==> src/rtl/conv_lane_mac_if.sv <==
// Stream bundle for one conv MAC lane: packed input samples in, window sums out.
// The lane uses the slave modport and the upstream/downstream side uses master.
interface conv_lane_mac_if #(
    parameter int WIDTH     = 16,
    parameter int ACC_WIDTH = 2*WIDTH + 4
);
    logic                        s_valid;
    logic                        s_ready;
    logic        [2*WIDTH-1:0]   s_data;
    logic                        s_last;
    logic                        m_valid;
    logic                        m_ready;
    logic signed [ACC_WIDTH-1:0] m_data;
    logic                        m_last;

    modport master (
        output s_valid, s_data, s_last, m_ready,
        input  s_ready, m_valid, m_data, m_last
    );

    modport slave (
        input  s_valid, s_data, s_last, m_ready,
        output s_ready, m_valid, m_data, m_last
    );
endinterface

==> src/rtl/conv_lane_mac.sv <==
// One multiplier lane: loads a KERNEL_SIZE weight set per packet, then emits the
// signed dot product of each activation window on a registered valid/ready port.
module conv_lane_mac #(
    parameter int WIDTH       = 16,
    parameter int KERNEL_SIZE = 9,
    parameter int LANE        = 0,
    parameter int ACC_WIDTH   = 2*WIDTH + $clog2(KERNEL_SIZE)
) (
    input  logic          clk,
    input  logic          rstn,
    conv_lane_mac_if.slave bus
);

    localparam int IDX_W = (KERNEL_SIZE > 1) ? $clog2(KERNEL_SIZE) : 1;
    localparam logic [IDX_W-1:0] IDX_MAX = IDX_W'(KERNEL_SIZE - 1);

    typedef enum logic {
        LOAD_W = 1'b0,
        MAC    = 1'b1
    } state_t;

    state_t                      state_q,   state_d;
    logic        [IDX_W-1:0]     idx_q,     idx_d;
    logic signed [ACC_WIDTH-1:0] acc_q,     acc_d;
    logic signed [WIDTH-1:0]     weight_q [KERNEL_SIZE];
    logic signed [WIDTH-1:0]     weight_d [KERNEL_SIZE];
    logic                        m_valid_q, m_valid_d;
    logic signed [ACC_WIDTH-1:0] m_data_q,  m_data_d;
    logic                        m_last_q,  m_last_d;

    logic                        s_ready_c;
    logic                        accept;
    logic                        win_close;
    logic signed [WIDTH-1:0]     x;
    logic signed [2*WIDTH-1:0]   prod;
    logic signed [ACC_WIDTH-1:0] sum;

    assign x = (LANE != 0) ? $signed(bus.s_data[2*WIDTH-1:WIDTH])
                           : $signed(bus.s_data[WIDTH-1:0]);

    // Input stage: multiply against the weight at the current window position
    assign prod = x * weight_q[idx_q];
    assign sum  = acc_q + ACC_WIDTH'(prod);

    // The single output register may be refilled in the cycle it drains, hence m_ready here
    assign s_ready_c = (state_q == LOAD_W) ? 1'b1 : (!m_valid_q || bus.m_ready);
    assign accept    = bus.s_valid && s_ready_c;
    assign win_close = (idx_q == IDX_MAX) || bus.s_last;

    always_comb begin
        state_d   = state_q;
        idx_d     = idx_q;
        acc_d     = acc_q;
        weight_d  = weight_q;
        m_valid_d = m_valid_q && !bus.m_ready;
        m_data_d  = m_data_q;
        m_last_d  = m_last_q;

        if (accept) begin
            if (state_q == LOAD_W) begin
                weight_d[idx_q] = x;
                // A packet ending inside the weight phase has no activations; start over
                if (bus.s_last) begin
                    idx_d = '0;
                end else if (idx_q == IDX_MAX) begin
                    idx_d   = '0;
                    state_d = MAC;
                end else begin
                    idx_d = idx_q + IDX_W'(1);
                end
            end else if (win_close) begin
                m_data_d  = sum;
                m_last_d  = bus.s_last;
                m_valid_d = 1'b1;
                acc_d     = '0;
                idx_d     = '0;
                if (bus.s_last) begin
                    state_d = LOAD_W;
                end
            end else begin
                acc_d = sum;
                idx_d = idx_q + IDX_W'(1);
            end
        end
    end

    // Output stage: registered result
    always_ff @(posedge clk) begin
        if (!rstn) begin
            state_q   <= LOAD_W;
            idx_q     <= '0;
            acc_q     <= '0;
            m_valid_q <= 1'b0;
            m_data_q  <= '0;
            m_last_q  <= 1'b0;
        end else begin
            state_q   <= state_d;
            idx_q     <= idx_d;
            acc_q     <= acc_d;
            m_valid_q <= m_valid_d;
            m_data_q  <= m_data_d;
            m_last_q  <= m_last_d;
        end
    end

    // Kernel storage is always reloaded before use, so it carries no reset
    always_ff @(posedge clk) begin
        weight_q <= weight_d;
    end

    assign bus.s_ready = s_ready_c;
    assign bus.m_valid = m_valid_q;
    assign bus.m_data  = m_data_q;
    assign bus.m_last  = m_last_q;

endmodule

==> src/flat_wrapper.sv <==
// flat-port wrapper written by rule: the top's interface ports become plain ports
module conv_lane_mac_flat 
#(
    parameter int WIDTH       = 16,
    parameter int KERNEL_SIZE = 9,
    parameter int LANE        = 0,
    parameter int ACC_WIDTH   = 2*WIDTH + $clog2(KERNEL_SIZE)
)
  (clk, rstn, bus_s_valid, bus_s_data, bus_s_last, bus_m_ready, bus_s_ready, bus_m_valid, bus_m_data, bus_m_last);
  conv_lane_mac_if #(.WIDTH(WIDTH), .ACC_WIDTH(ACC_WIDTH)) bus_i ();
  input  logic clk;
  input  logic rstn;
  input wire logic [$bits(bus_i.s_valid)-1:0] bus_s_valid;
  input wire logic [$bits(bus_i.s_data)-1:0] bus_s_data;
  input wire logic [$bits(bus_i.s_last)-1:0] bus_s_last;
  input wire logic [$bits(bus_i.m_ready)-1:0] bus_m_ready;
  output wire logic [$bits(bus_i.s_ready)-1:0] bus_s_ready;
  output wire logic [$bits(bus_i.m_valid)-1:0] bus_m_valid;
  output wire logic [$bits(bus_i.m_data)-1:0] bus_m_data;
  output wire logic [$bits(bus_i.m_last)-1:0] bus_m_last;
  assign bus_i.s_valid = bus_s_valid;
  assign bus_i.s_data = bus_s_data;
  assign bus_i.s_last = bus_s_last;
  assign bus_i.m_ready = bus_m_ready;
  assign bus_s_ready = bus_i.s_ready;
  assign bus_m_valid = bus_i.m_valid;
  assign bus_m_data = bus_i.m_data;
  assign bus_m_last = bus_i.m_last;
  conv_lane_mac #(.WIDTH(WIDTH), .KERNEL_SIZE(KERNEL_SIZE), .LANE(LANE), .ACC_WIDTH(ACC_WIDTH)) u_core (.clk(clk), .rstn(rstn), .bus(bus_i));
endmodule
==> config.mk <==
export PLATFORM = sky130hd
export DESIGN_NAME = conv_lane_mac_flat
export DESIGN_NICKNAME = d
export VERILOG_FILES = /design/src/rtl/conv_lane_mac_if.sv /design/src/rtl/conv_lane_mac.sv /design/src/flat_wrapper.sv
export SDC_FILE = /design/constraint.sdc
export NUM_CORES = 1
export LEC_CHECK = 0
export CORE_ASPECT_RATIO = 1.1
export CORE_MARGIN = 5
export CORE_UTILIZATION = 62
export DETAILED_ROUTE_END_ITERATION = 16
export GPL_ROUTABILITY_DRIVEN = 0
export PLACE_DENSITY = 0.81
export SYNTH_ARGS = -nofsm -noshare
export SYNTH_HDL_FRONTEND = slang
export SYNTH_SLANG_ARGS = --single-unit
==> constraint.sdc <==
create_clock -name clk -period 8.15 [get_ports clk]
set_input_delay 1.63 -clock clk [delete_from_list [all_inputs] [get_ports clk]]
set_output_delay 1.63 -clock clk [all_outputs]
set_load 0.05 [all_outputs]
==> metrics.txt <==
io pins 76; Yosys warnings 0; layout cells sized above 1 8.13%; critical path data arrival time 8.12 ns; Area growth syn-to-layout 11.7%; Num Clock Sinks 223; Area contributors post-synth fa_1 (31%), edfxtp_1 (22%), dfxtp_1 (7.9%), ha_1 (6.9%), inv_1 (6.7%); area fraction of the dominant cell type after synthesis 31.3%; via-per-instance ratio 5.66; Final Hold Viols 0; period utilization 94.4%; routed wire length per instance 18.6 µm; residual DRC count 0; Cell Area, Placed 0.0216 mm²; EDFF count, synth 144; global-route wire length before repair 76600 µm; die area 0.0361 mm²; largest net degree at the start of global routing 50; Hold Path Class flop to flop; FMAX 130 MHz; Final min period 7.69 ns; Critical Path End Type flop; post-route cell area 0.0224 mm²; cell row count 69; Fin Clk Skew 0.0129 ns; NumNets Final 2451; Tot GR Track Use 26.3%; final setup violation count 0; Worst-Margin Slew 1.09 ns; number of port buffers 59; asr flop ratio synth 0%; ANT cells 0; area leader, netlist fa_1; Clock Pin Slew Worst Setup and Hold Paths 0.06 ns; CTS buffer count 24; Max-slew headroom 27.0%; initial antenna violation count 0; Final ANT Viol Nets 0; Detailed Routing Iterations Pass 1 5; # H-tree levels 1; outcome finished, final reports clean; grt ovf 0; CP max-delay cell fa_1; # resized after CTS 0; Commonest cells post-synth inv_1 (356), fa_1 (314), nand2_1 (209); detailed placement HPWL 35400 µm; Clock Latency Late Sink 0.53 ns; routed vias 13800; Die Span Y 199 µm; Worst path max stage delay 0.55 ns; post-CTS setup buffers 0; Max FO, Critical Path 16; floorplan core area 0.0321 mm²; synthesized net count 2358; hold_buf cts 0; Root Buffer clkbuf_16; synthesized area per cell 10.6 µm²; Post-Syn Instances 1896; CP startpoint kind flop; vias in the first global route 15100; final wirelength 45100 µm; TritonCTS clock tree done; Synth cell types 67; worst-case clock buffer depth 3; Max Slew Vio Count 0; Critical Path RT 8.57 ns; RSZ-0062 raised after global routing no; Most Frequent Cell on Critical Path fa_1; Die Wd 182 µm; critical path class flop to flop; Max Cap Viol 0; initial core utilization 62.5%; DR iter-0 viols 856; Primary FF master, synth edfxtp_1; Seq cells post-synth 223; count leader, synth inv_1; Synth Cell Area 0.0201 mm²; Seq/Total Area, Yosys 29.4%
-- kinds of logic (layout without fill, tap and decap cells) --
group / after synthesis / in the layout / share of synthesized area (%)
AND/OR/NAND/NOR: 506 / 506 / 11.9
buffers and inverters: 433 / 543 / 8.34
adder cells (fa/ha/maj): 425 / 425 / 38.2
AO/OA/AOI/OAI: 227 / 227 / 7.18
flip-flops: 223 / 223 / 29.4
multiplexers: 48 / 48 / 3.39
XOR/XNOR: 34 / 34 / 1.48
-- cells in the final DEF, fill, tap and decap left out, drive strengths merged, types with 3 or more instances in the layout --
cell type | netlist | layout
a22o | 5 | 5
clkinv | 0 | 10
nand2 | 209 | 209
clkdlybuf4s50 | 0 | 59
dfxtp | 79 | 79
and2 | 129 | 129
mux4 | 16 | 16
inv | 357 | 360
buf | 29 | 84
a21oi | 95 | 95
a31oi | 7 | 7
nor3 | 8 | 8
a22oi | 14 | 14
o211ai | 3 | 3
a211oi | 9 | 9
xnor2 | 22 | 22
o21a | 6 | 6
o22ai | 17 | 17
o31ai | 4 | 4
nand4 | 4 | 4
o21ai | 31 | 31
mux2i | 32 | 32
or3 | 3 | 3
or2 | 8 | 8
edfxtp | 144 | 144
ha | 111 | 111
fa | 314 | 314
nor2 | 97 | 97
clkbuf | 46 | 28
o21bai | 4 | 4
xor2 | 12 | 12
a21o | 12 | 12
nand2b | 5 | 5
and3 | 9 | 9
nor2b | 3 | 3
nand3 | 22 | 22
-- cell type report --
cell class,instances,area (µm²)
Clock buffer,28,626
Timing Repair Buffer,143,1370
Tap cell,426,533
Sequential cell,223,5910
Multi-Input combinational cell,1240,12500
Fill cell,2285,9710
Inverter,357,1340
Clock inverter,15,126
-- state kept, by name, summed over array words and instances (netlist names) --
name	cells
u_core.bus.m_valid	1
u_core.bus.m_last	1
u_core.acc_q	36
u_core.weight_q	144
u_core.state_q	1
u_core.bus.m_data	36
u_core.idx_q	4
-- layer usage --
layer / vias up / share of wire, % / global-route usage [%]
met5: - / 0 / 0
met4: 0 / 2.8 / 7.42
met3: 104 / 6.0 / 4.30
met2: 484 / 51 / 45.9
met1: 6985 / 41 / 34.5
li1: 6203 / - / -
-- worst max-delay path, delay by kind of cell, from the launching register on --
kind                       cells  cell delay [ns]
buffers and inverters          9             1.26
DFF                            1             0.41
xor gates and xnor gates       1             0.30
adders and majority gates      7             3.31
and+or+nand+nor                7             1.22
AOI/OAI and AO/OA              6             1.07
-- through the flow --
| step | util [%] | setup TNS [ns] | hold slack, ns | std cells | worst slack (ns) |
|---|---|---|---|---|---|
| 2_1_floorplan | - | 0 | 0.432 | 1896 | 0.711 |
| 3_3_place_gp | 67.4 | 0 | 0.441 | 2389 | 0.133 |
| 3_5_place_dp | 67.4 | -0.00270 | 0.444 | 2389 | -0.00270 |
| 4_1_cts | 69.7 | 0 | 0.455 | 2432 | 0.324 |
| 5_1_grt | 69.8 | 0 | 0.476 | 2432 | 0.0453 |
| 6_report | 69.8 | 0 | 0.451 | 2432 | 0.457 |
-- final timing paths --
| path | start | to | slack (ns) | cells after the start |
|---|---|---|---|---|
| worst max-delay path | u_core.idx_q[0] | u_core.bus.m_data[25] | 0.46 | 30 |
| worst min-delay path | u_core.bus.m_data[2] | u_core.bus.m_data[2] | 0.45 | 2 |
| worst max register to register | u_core.idx_q[0] | u_core.bus.m_data[25] | 0.46 | 30 |
| worst min register to register | u_core.bus.m_data[2] | u_core.bus.m_data[2] | 0.45 | 2 |
Power is not shown: default switching activity piles up to over one toggle a cycle in this logic, so the estimate is an artifact.
